<file path="src/rtl/fp_div_issue_ctrl.sv">
// Issue/collect stage for the FP32 iterative divider: queues tagged operand pairs,
// launches one at a time, and returns each result (or a timeout) with its tag in order.
module fp_div_issue_ctrl #(
    parameter int DEPTH       = 4,
    parameter int TAG_W       = 4,
    parameter int TIMEOUT_CYC = 64
) (
    input  logic             clk,
    input  logic             reset_n,
    input  logic             in_valid,
    output logic             in_ready,
    input  logic [31:0]      in_a,
    input  logic [31:0]      in_b,
    input  logic [TAG_W-1:0] in_tag,
    output logic [31:0]      div_A,
    output logic [31:0]      div_B,
    output logic             div_En,
    input  logic [31:0]      div_Result,
    input  logic             div_Ready,
    input  logic             div_NaN,
    output logic             out_valid,
    input  logic             out_ready,
    output logic [31:0]      out_result,
    output logic             out_nan,
    output logic             out_timeout,
    output logic [TAG_W-1:0] out_tag
);

    localparam int PTR_W = $clog2(DEPTH);
    localparam int CNT_W = $clog2(TIMEOUT_CYC);
    localparam logic [PTR_W:0]   FULL_CNT = (PTR_W+1)'(DEPTH);
    localparam logic [CNT_W-1:0] TMO_LAST = CNT_W'(TIMEOUT_CYC - 1);
    localparam logic [31:0]      QNAN     = 32'h7FC0_0000;

    localparam logic [1:0] S_IDLE  = 2'd0;
    localparam logic [1:0] S_ISSUE = 2'd1;
    localparam logic [1:0] S_WAIT  = 2'd2;
    localparam logic [1:0] S_RESP  = 2'd3;

    logic [31:0]      mem_a   [DEPTH];
    logic [31:0]      mem_b   [DEPTH];
    logic [TAG_W-1:0] mem_tag [DEPTH];

    logic [PTR_W-1:0] wr_ptr;
    logic [PTR_W-1:0] rd_ptr;
    logic [PTR_W:0]   count;
    logic             full;
    logic             empty;
    logic             push;
    logic             pop;

    logic [1:0]       state;
    logic [CNT_W-1:0] tmo_cnt;
    logic [TAG_W-1:0] cur_tag;

    assign full     = (count == FULL_CNT);
    assign empty    = (count == '0);
    assign in_ready = !full;
    assign push     = in_valid && !full;
    assign pop      = (state == S_ISSUE);
    assign div_En   = (state == S_ISSUE);

    always_ff @(posedge clk) begin
        if (push) begin
            mem_a[wr_ptr]   <= in_a;
            mem_b[wr_ptr]   <= in_b;
            mem_tag[wr_ptr] <= in_tag;
        end
    end

    always_ff @(posedge clk or negedge reset_n) begin
        if (!reset_n) begin
            wr_ptr <= '0;
            rd_ptr <= '0;
            count  <= '0;
        end else begin
            if (push) wr_ptr <= wr_ptr + 1'b1;
            if (pop)  rd_ptr <= rd_ptr + 1'b1;
            case ({push, pop})
                2'b10:   count <= count + 1'b1;
                2'b01:   count <= count - 1'b1;
                default: count <= count;
            endcase
        end
    end

    // Operands are latched on the IDLE->ISSUE edge so they are already stable
    // on div_A/div_B while div_En is high; the head is popped at the end of ISSUE.
    always_ff @(posedge clk or negedge reset_n) begin
        if (!reset_n) begin
            state       <= S_IDLE;
            tmo_cnt     <= '0;
            div_A       <= '0;
            div_B       <= '0;
            cur_tag     <= '0;
            out_valid   <= 1'b0;
            out_result  <= '0;
            out_nan     <= 1'b0;
            out_timeout <= 1'b0;
            out_tag     <= '0;
        end else begin
            case (state)
                S_IDLE: begin
                    if (!empty && !out_valid) begin
                        state   <= S_ISSUE;
                        div_A   <= mem_a[rd_ptr];
                        div_B   <= mem_b[rd_ptr];
                        cur_tag <= mem_tag[rd_ptr];
                    end
                end
                S_ISSUE: begin
                    state   <= S_WAIT;
                    tmo_cnt <= '0;
                end
                S_WAIT: begin
                    tmo_cnt <= tmo_cnt + 1'b1;
                    if (div_NaN || div_Ready) begin
                        state       <= S_RESP;
                        out_valid   <= 1'b1;
                        out_result  <= div_Result;
                        out_nan     <= div_NaN;
                        out_timeout <= 1'b0;
                        out_tag     <= cur_tag;
                    end else if (tmo_cnt == TMO_LAST) begin
                        state       <= S_RESP;
                        out_valid   <= 1'b1;
                        out_result  <= QNAN;
                        out_nan     <= 1'b0;
                        out_timeout <= 1'b1;
                        out_tag     <= cur_tag;
                    end
                end
                S_RESP: begin
                    if (out_ready) begin
                        state     <= S_IDLE;
                        out_valid <= 1'b0;
                        tmo_cnt   <= '0;
                    end
                end
                default: state <= S_IDLE;
            endcase
        end
    end

endmodule
</file>
<file path="config.mk">
export PLATFORM = sky130hd
export DESIGN_NAME = fp_div_issue_ctrl
export DESIGN_NICKNAME = d
export VERILOG_FILES = /design/src/rtl/fp_div_issue_ctrl.sv
export SDC_FILE = /design/constraint.sdc
export NUM_CORES = 1
export LEC_CHECK = 0
export BUFFER_PORTS_ARGS = -buffer_cell sky130_fd_sc_hd__buf_2
export CORE_MARGIN = 3
export CORE_UTILIZATION = 46
export CTS_BUF_LIST = sky130_fd_sc_hd__clkbuf_8
export DETAILED_ROUTE_END_ITERATION = 8
export HOLD_SLACK_MARGIN = 0.08
export PLACE_DENSITY = 0.75
export SLEW_MARGIN = 40
export SYNTH_ARGS = -nofsm -noshare
export SYNTH_HDL_FRONTEND = slang
export SYNTH_SLANG_ARGS = --single-unit
</file>
<file path="constraint.sdc">
create_clock -name clk -period 4.07 [get_ports clk]
set_clock_uncertainty 0.15 [all_clocks]
set_input_delay 0.2035 -clock clk [delete_from_list [all_inputs] [get_ports clk]]
set_output_delay 0.2035 -clock clk [all_outputs]
set_load 0.01 [all_outputs]
</file>
==> run_results.csv, run 1 <==
group,metric,value,unit
route,firstDrtPassIters,7,
cts,cts_hold_buf,118,
status,status,"complete, no violations",
die,die_x,187,um
logic_synthesis,synth_area,15100,um2
sta,rsz0062_at_grt,"false",
logic_synthesis,synth_nets,867,
die,die_h,187,um
sta,slew_headroom,0.476,
cts,clkTransAtPathRegs,0.06,ns
critical_path,path_max_fanout,35,
logic_synthesis,ys_warn_count,0,
route,ant_nets,0,
cts,clkLatencyLatePin,0.61,ns
cts,numCtsBuffers,61,
die,ios,211,
pwr,vdd_drop_max,400,uV
pwr,cellPowerDensity,721,nW/um2
logic_synthesis,synthAdderAreaFrac,0.0104,
die,dieArea,35000,um2
placement,place.gp.congestion,0.794,
placement,hpwl,17.7,mm
grt,grt_pass1_vias,9006,
logic_synthesis,synth_edf_count,272,
logic_synthesis,seq_area_frac_synth,0.744,
cts,ctsRootBufferMaster,"clkbuf_8",
sta,layout_setup_ws,0.688,ns
cts,cts.repair.resized,0,
grt,antenna_found_initial,1,
sta,fin_tns_setup,0,ns
critical_path,end_kind,"flop",
route,drt_iter0_markers,464,
logic_synthesis,async_reset_ff_frac,0.310,
route,drt_wl_total,31.6,mm
sta,worst_pin_slew,0.786,ns
logic_synthesis,synth_top_family_by_area,"multiplexers",
final_layout,synthToLayoutAreaGrowth,27.5,%
logic_synthesis,synth_mux_area_frac,0.157,
sta,maxSlewViolCount,0,
die,core_area,32000,um2
logic_synthesis,synth_area_per_cell,20.1,um2
route,wl_per_cell,19.5,um
sta,hold_viol_final,0,
logic_synthesis,synth_ff_type,"edfxtp_1",
sta,min_period,3.38,ns
die,start_util,0.472,
hold_path,hp-class,"in -> reg",
final_layout,nets,1244,
logic_synthesis,ys_ff_latch,394,
logic_synthesis,synthSimpleGateAreaFrac,0.0272,
cts,cts_setup_buffers,0,
route,route.vias.total,8331,
logic_synthesis,synth-xor-area-share,0.00348,
logic_synthesis,synth_compound_gate_area_share,0.0371,
grt,grt_max_degree,69,
placement,port_buffers,210,
cts,cts_buffer_depth,3,
grt,grt_use_total,0.182,
sta,period_share,0.831,
sta,setup_viol,0,
placement,post-place-ws,1.63,ns
final_layout,final_common_cell,"edfxtp_1",
grt,globalRoute.totalOverflow,0,
pwr,leakagePower,7.41,nW
final_layout,drive_gt1_frac,0.400,
critical_path,crit_path_start_kind,"flop",
final_layout,final_cell_mix,"edfxtp_1, buf_2, dfrtp_1",
grt,grt_pass1_wl,50.4,mm
final_layout,fillCellCount,2291,
sta,max_freq,296,MHz
flow_run,cap_violations,0,
cts,cts.sinks,394,
cts,cts_tree,"built",
critical_path,worst-endpoint-arrival,3.72,ns
die,rows,65,
cts,htree_num_levels,2,
route,drc,0,
critical_path,worstSetupPathType,"reg -> reg",
critical_path,required,4.40,ns
logic_synthesis,synth.distinct_cells,46,
route,via_per_inst,5.16,
logic_synthesis,syn_inst,749,
[layer usage]
metal	share of wire	GRT usage	vias up
met4	0.017	0.0500	0
met3	0.062	0.0499	47
met5	0	0	-
met2	0.51	0.307	238
li1	-	-	3766
met1	0.42	0.236	4280
[power breakdown]
part | total [mW] | internal [mW] | leakage [nW] | switching [mW]
sequential | 6.12 | 5.52 | 3.94 | 0.603
clock | 3.38 | 1.89 | 0.761 | 1.49
combinational | 4.36 | 2.27 | 2.71 | 2.09
total | 13.9 | 9.68 | 7.41 | 4.19
[sequential cells by signal, summed over array words and instances, names as in the netlist]
name / cells
div_B: 32
mem_a: 128
cur_tag: 4
mem_tag: 16
out_timeout: 1
out_result: 32
out_nan: 1
rd_ptr: 2
div_A: 32
out_valid: 1
mem_b: 128
tmo_cnt: 6
count: 3
state: 2
out_tag: 4
wr_ptr: 2
[stage by stage]
step                      instance area, um2  std cells  utilization  hold WS (ns)  power (mW)
final                                  19200       1615        0.602         0.191        13.9
after global routing                   19200       1615        0.602         0.139        14.7
after detailed placement               16700       1377        0.522         0.144        10.4
after CTS                              19200       1611        0.600         0.126        14.0
after global placement                 16600       1374        0.520         0.144        10.2
after floorplan                        15100        749            -        -0.242        8.94
[final timing paths]
check	from	to	slack, ns	depth (start not counted)
min reg2reg	out_nan	out_nan	0.34	1
min in group asynchronous	reset_n	out_result[18]	0.62	4
max in group asynchronous	reset_n	out_result[22]	2.82	4
min	in_a[29]	mem_a[1][29]	0.19	2
max	state[0]	out_result[25]	0.69	8
max reg2reg	state[0]	out_result[25]	0.69	8
[Yosys cell counts (2+ instances only)]
| cell type | count | share of area |
|---|---|---|
| a221o_1 | 23 | 0.015 |
| ha_1 | 11 | 0.0091 |
| buf_6 | 13 | 0.0097 |
| nor4_1 | 2 | 0.00083 |
| inv_1 | 19 | 0.0047 |
| a21oi_1 | 12 | 0.0040 |
| clkbuf_1 | 12 | 0.0030 |
| and3_1 | 5 | 0.0021 |
| xor2_1 | 3 | 0.0017 |
| nand3_1 | 2 | 0.00066 |
| mux4_2 | 68 | 0.10 |
| mux2_2 | 62 | 0.046 |
| or4_1 | 3 | 0.0015 |
| buf_2 | 11 | 0.0036 |
| a31oi_1 | 2 | 0.00083 |
| and2_1 | 2 | 0.00083 |
| o2111ai_1 | 2 | 0.0012 |
| o21bai_1 | 2 | 0.00099 |
| xnor2_1 | 3 | 0.0017 |
| mux2i_1 | 2 | 0.0013 |
| o22ai_1 | 9 | 0.0037 |
| nor2b_1 | 24 | 0.010 |
| nor2_1 | 5 | 0.0012 |
| mux2_4 | 8 | 0.0080 |
| o21ai_0 | 5 | 0.0017 |
| dfrtp_1 | 122 | 0.20 |
| edfxtp_1 | 272 | 0.54 |
| o211ai_1 | 9 | 0.0045 |
| o31ai_1 | 3 | 0.0015 |
| nand2_1 | 17 | 0.0042 |
[cells by family after synthesis]
logic type,Yosys count
AOI/OAI and AO/OA,73
xor gates and xnor gates,6
adders and majority gates,12
buffers and inverters,55
DFF,394
muxes,140
and+or+nand+nor,69
[layout make-up]
type	instances	area, um2	area share
diodes	1	2.50	0.000130
clock buffers	70	963	0.0501
clock inverters	46	332	0.0172
inverters	19	71.3	0.00371
multi-input cells	300	3580	0.186
flip-flops and latches	394	11200	0.584
well taps	435	544	0.0283
repair buffers	350	2520	0.131
[worst max-delay path, cell delays in order, from the launching register on]
cell	delay, ns
dfrtp_1	0.41
inv_1	0.15
ha_1	0.41
buf_4	0.43
o21ai_1	0.33
o22ai_1	0.19
dlygate4sd3_1	0.57
a21oi_1	0.04
dlygate4sd3_1	0.57
(Power assumes the default switching activity.)
==> inputs of run 2 (changes only) <==
==> constraint.sdc (replaced) <==
create_clock -name clk -period 3.15 [get_ports clk]
set_clock_uncertainty 0.15 [all_clocks]
set_input_delay 0.1575 -clock clk [delete_from_list [all_inputs] [get_ports clk]]
set_output_delay 0.1575 -clock clk [all_outputs]
set_load 0.01 [all_outputs]
==> run 2 against run 1 <==
Worst setup slack got worse by 0.35 ns. Register-to-register slack got worse by 0.35 ns. Cell count increased by 0.12%. Sequential share of layout area hardly changed. Sequential power increased by 28%. Count of clock-buffer cells in the layout grew 8. Clock power grew 28%. Sequential cell count unchanged. Total power is 29% higher.
==> run_results.csv, run 2 (synthesized netlist as in run 1, its figures left out) <==
group,metric,value,unit
route,wl_per_cell,19.6,um
route,ant_nets,0,
sta,maxSlewViolCount,0,
sta,min_period,2.81,ns
grt,grtUsageMet1,0.236,
grt,grt_pass1_wl,51.1,mm
grt,grt-busiest-layer,"met2",
pwr,cellPowerDensity,927,nW/um2
final_layout,synthToLayoutAreaGrowth,27.4,%
final_layout,reg_top3,"mem_a x128, mem_b x128",
grt,met2_usage,0.312,
pwr,p_int,12.4,mW
sta,hold_viol_final,0,
die,die_x,187,um
route,via_per_inst,5.18,
route,drc,0,
grt,use_met3,0.0525,
placement,post-place-ws,0.732,ns
pwr,clkPwrFrac,0.242,
cts,cts.repair.resized,0,
sta,slew_headroom,0.473,
critical_path,end_kind,"flop",
final_layout,final_common_cell,"edfxtp_1",
hold_path,min_path_cells,2,
critical_path,worst-endpoint-arrival,3.06,ns
pwr,combinationalPowerShare,0.320,
grt,grt_use_total,0.185,
critical_path,required,3.40,ns
route,route.vias.total,8370,
cts,clkTransAtPathRegs,0.06,ns
pwr,switching_share,0.305,
sta,holdWs,0.183,ns
pwr,p_switching,5.45,mW
grt,globalRoute.totalOverflow,0,
die,rows,65,
sta,rsz0062_at_grt,"false",
placement,placed_cell_area,16700,um2
route,drt_iter0_markers,464,
route,firstDrtPassIters,5,
hold_path,hp-class,"in -> reg",
cts,clkLatencyLatePin,0.56,ns
sta,max_freq,356,MHz
final_layout,fin_area,19200,um2
cts,cts_tree,"built",
cts,ctsRootBufferMaster,"clkbuf_8",
placement,port_buffers,210,
pwr,seqPwrFrac,0.438,
sta,setup_viol,0,
die,dieArea,35000,um2
critical_path,path_max_fanout,42,
die,core_area,32000,um2
final_layout,fin_cells,1617,
cts,htree_num_levels,3,
placement,hpwl,17.4,mm
grt,grt_max_degree,70,
sta,worst_pin_slew,0.789,ns
die,start_util,0.472,
sta,layout_setup_ws,0.343,ns
critical_path,r2r_cells,7,
status,status,"complete, no violations",
critical_path,worstSetupPathType,"reg -> reg",
flow_run,cap_violations,0,
final_layout,nets,1246,
grt,antenna_found_initial,1,
pwr,vdd_drop_max,597,uV
grt,grt_pass1_vias,9191,
placement,place.gp.congestion,0.775,
die,ios,211,
sta,period_share,0.891,
route,drt_wl_total,31.7,mm
cts,cts.sinks,394,
final_layout,final_cell_mix,"edfxtp_1, buf_2, dfrtp_1",
cts,numCtsBuffers,68,
pwr,leakagePower,7.41,nW
placement,dp.cells,1375,
die,die_h,187,um
sta,fin_tns_setup,0,ns
critical_path,crit_path_start_kind,"flop",
cts,cts_buffer_depth,3,
final_layout,drive_gt1_frac,0.395,
## run 2: cell type report
cell class	instances	area (um2)
clock inverter	45	223
timing repair buffer	345	2510
fill	2256	12700
multi-input combinational	300	3570
antenna	1	2.50
sequential	394	11200
tap	435	544
inverter	19	71.3
clock buffer	78	1070
## run 2: path summary, 6_finish.rpt
check / start / slack, ns / end
max in group asynchronous: reset_n / 1.89 / div_B[14]
hold / removal: in_b[4] / 0.18 / mem_b[2][4]
min in group asynchronous: reset_n / 0.58 / div_A[29]
setup / recovery: state[0] / 0.34 / out_result[27]
hold reg to reg: div_A[5] / 0.35 / div_A[5]
setup reg to reg: state[0] / 0.34 / out_result[27]
## run 2: critical path, cell delays in order, from the launching register on
cell	delay (ns)
dfrtp_1	0.42
inv_1	0.15
ha_1	0.24
buf_4	0.41
o21ai_1	0.37
o22ai_1	0.27
dlygate4sd3_1	0.58
a21oi_1	0.05
## run 2: stage by stage
step	power, mW	utilization
after floorplan	11.6	-
after global placement	13.2	0.523
after detailed placement	13.4	0.523
after CTS	18.0	0.601
after global routing	18.9	0.601
final	17.8	0.601
## run 2: repair_timing
action	in CTS	in global routing
setup buffers	0	0
hold buffers	118	0
endpoints found under the hold margin	494	0
## run 2: routing by layer
metal / share of wire / vias to the layer above
met5: 0 / -
li1: - / 3773
met1: 0.42 / 4250
met4: 0.017 / 0
met2: 0.50 / 293
met3: 0.068 / 54
## run 2: power groups by stage
stage                     Combinational, mW  Clock, mW  Sequential [mW]
final                                  5.70       4.32             7.81
after global routing                   6.21       4.71             7.98
after CTS                              5.76       4.45             7.81
after detailed placement               5.49          0             7.89
after global placement                 5.40          0             7.82
after floorplan                        3.46          0             8.10
==> inputs of run 3 (changes only) <==
--- a/config.mk
+++ b/config.mk
@@ -11,7 +11,7 @@
 export CTS_BUF_LIST = sky130_fd_sc_hd__clkbuf_8
 export DETAILED_ROUTE_END_ITERATION = 8
 export HOLD_SLACK_MARGIN = 0.08
-export PLACE_DENSITY = 0.75
+export PLACE_DENSITY_LB_ADDON = 0.1
 export SLEW_MARGIN = 40
 export SYNTH_ARGS = -nofsm -noshare
 export SYNTH_HDL_FRONTEND = slang
==> run 3 against run 2 <==
Cell count shrank 0.25%. Total power shrank 0.88%. Sequential share of layout area grew 0.21 points. Wire length shrank 1.0%. Via count shrank 1.6%. Fmax grew 6.8%. Worst setup slack gained 0.18 ns. Sequential power grew 1%. Critical path depth is the same. Critical endpoint is now out_result[23].
==> run_results.csv, run 3 (synthesized netlist as in run 1, its figures left out) <==
group,metric,value,unit
status,status,"complete, no violations",
cts,cts_setup_buffers,0,
route,drc,0,
die,die_h,187,um
critical_path,worst-endpoint-arrival,2.91,ns
die,start_util,0.472,
final_layout,fillCellCount,2423,
route,firstDrtPassIters,4,
placement,dp.cells,1376,
route,drt_wl_total,31.4,mm
sta,hold_viol_final,0,
pwr,vdd_drop_max,460,uV
route,route.vias.total,8240,
grt,globalRoute.totalOverflow,0,
grt,grt_use_total,0.182,
grt,antenna_found_initial,0,
die,ios,211,
final_layout,reg_top3,"mem_a x128, mem_b x128",
die,die_x,187,um
final_layout,drive_gt1_frac,0.397,
cts,ctsRootBufferMaster,"clkbuf_8",
hold_path,hp-class,"in -> reg",
critical_path,crit_path_start_kind,"flop",
cts,numCtsBuffers,66,
cts,clkTransAtPathRegs,0.06,ns
grt,grt_pass1_vias,8867,
sta,rsz0062_at_grt,"false",
final_layout,fin_area,19200,um2
route,drt_iter0_markers,335,
critical_path,required,3.43,ns
cts,cts_buffer_depth,3,
cts,htree_num_levels,3,
sta,slew_headroom,0.580,
final_layout,multi_input_area,3580,um2
sta,fin_tns_setup,0,ns
critical_path,end_kind,"flop",
placement,hpwl,18.0,mm
critical_path,crit_start,"state[0]",
route,wl_per_cell,19.5,um
final_layout,finish.utilization,0.599,
placement,placed_cell_area,16700,um2
critical_path,path_max_fanout,15,
cts,cts.repair.resized,0,
sta,period_share,0.834,
final_layout,nets,1244,
sta,worst_pin_slew,0.626,ns
cts,cts.sinks,394,
cts,cts_tree,"built",
die,dieArea,35000,um2
flow_run,cap_violations,0,
critical_path,worstSetupPathType,"reg -> reg",
route,via_per_inst,5.11,
cts,clkLatencyLatePin,0.58,ns
sta,max_freq,381,MHz
pwr,cellPowerDensity,922,nW/um2
sta,holdWs,0.180,ns
final_layout,final_cell_mix,"edfxtp_1, buf_2, dfrtp_1",
final_layout,final_common_cell,"edfxtp_1",
grt,grt_max_degree,73,
placement,port_buffers,210,
die,rows,65,
sta,setup_viol,0,
final_layout,diodes,0,
final_layout,synthToLayoutAreaGrowth,27.0,%
die,core_area,32000,um2
grt,grt_pass1_wl,49.9,mm
final_layout,fin_cells,1613,
route,ant_nets,0,
final_layout,seqCellArea,11200,um2
placement,place.gp.congestion,0.767,
pwr,leakagePower,7.36,nW
sta,min_period,2.63,ns
hold_path,hold_start,"in_a[19]",
critical_path,r2r-start,"state[0]",
sta,maxSlewViolCount,0,
run 3: cell count changes in the layout (fill, tap and decap cells not counted), sizes merged:
cell,previous run,this run
dlygate4sd3,117,116
bufinv,1,0
diode,1,0
clkinvlp,1,4
inv,50,49
clkbuf,78,76
clkinv,12,10
buf,228,229
run 3: path summary, 6_finish.rpt:
check | endpoint | slack (ns) | cells past startpoint
setup / recovery | out_result[23] | 0.52 | 7
hold / removal | mem_a[2][19] | 0.18 | 2
setup reg to reg | out_result[23] | 0.52 | 7
hold reg to reg | div_A[10] | 0.35 | 1
max in group asynchronous | div_B[1] | 1.90 | 4
min in group asynchronous | div_A[1] | 0.52 | 4
run 3: power breakdown:
part	switching (mW)	leakage [nW]	internal, mW
clock network	1.97	0.732	2.21
registers	0.773	3.94	7.13
logic	2.68	2.69	2.90
run 3: cell type report:
cell class	instances	share of cell area
Multi-Input combinational cell	300	0.187
Sequential cell	394	0.586
Timing Repair Buffer	345	0.130
Inverter	19	0.00372
Clock inverter	44	0.0103
Clock buffer	76	0.0546
Tap cell	435	0.0284
run 3: routing by layer:
metal / track usage / part of all wire
met2: 0.293 / 0.47
met4: 0.0651 / 0.028
met3: 0.0555 / 0.061
met5: 0 / 0
met1: 0.238 / 0.44
run 3: per-stage QoR:
step	total power [mW]	worst slack, ns
2_1_floorplan	11.6	0.240
3_3_place_gp	13.4	0.804
3_5_place_dp	13.4	0.749
4_1_cts	17.9	0.547
5_1_grt	18.8	0.393
6_report	17.7	0.523
run 3: worst max-delay path, stage by stage (launching register included):
cell	delay [ns]
dfrtp_1	0.41
inv_1	0.16
ha_1	0.38
buf_4	0.27
o21ai_1	0.26
o22ai_1	0.20
dlygate4sd3_1	0.58
a21oi_1	0.05
run 3: what timing repair did:
| item | 4_1_cts | 5_1_grt |
|---|---|---|
| endpoints found under the setup margin | 0 | 0 |
| hold endpoints to repair | 470 | 0 |
| hold buffers | 117 | 0 |
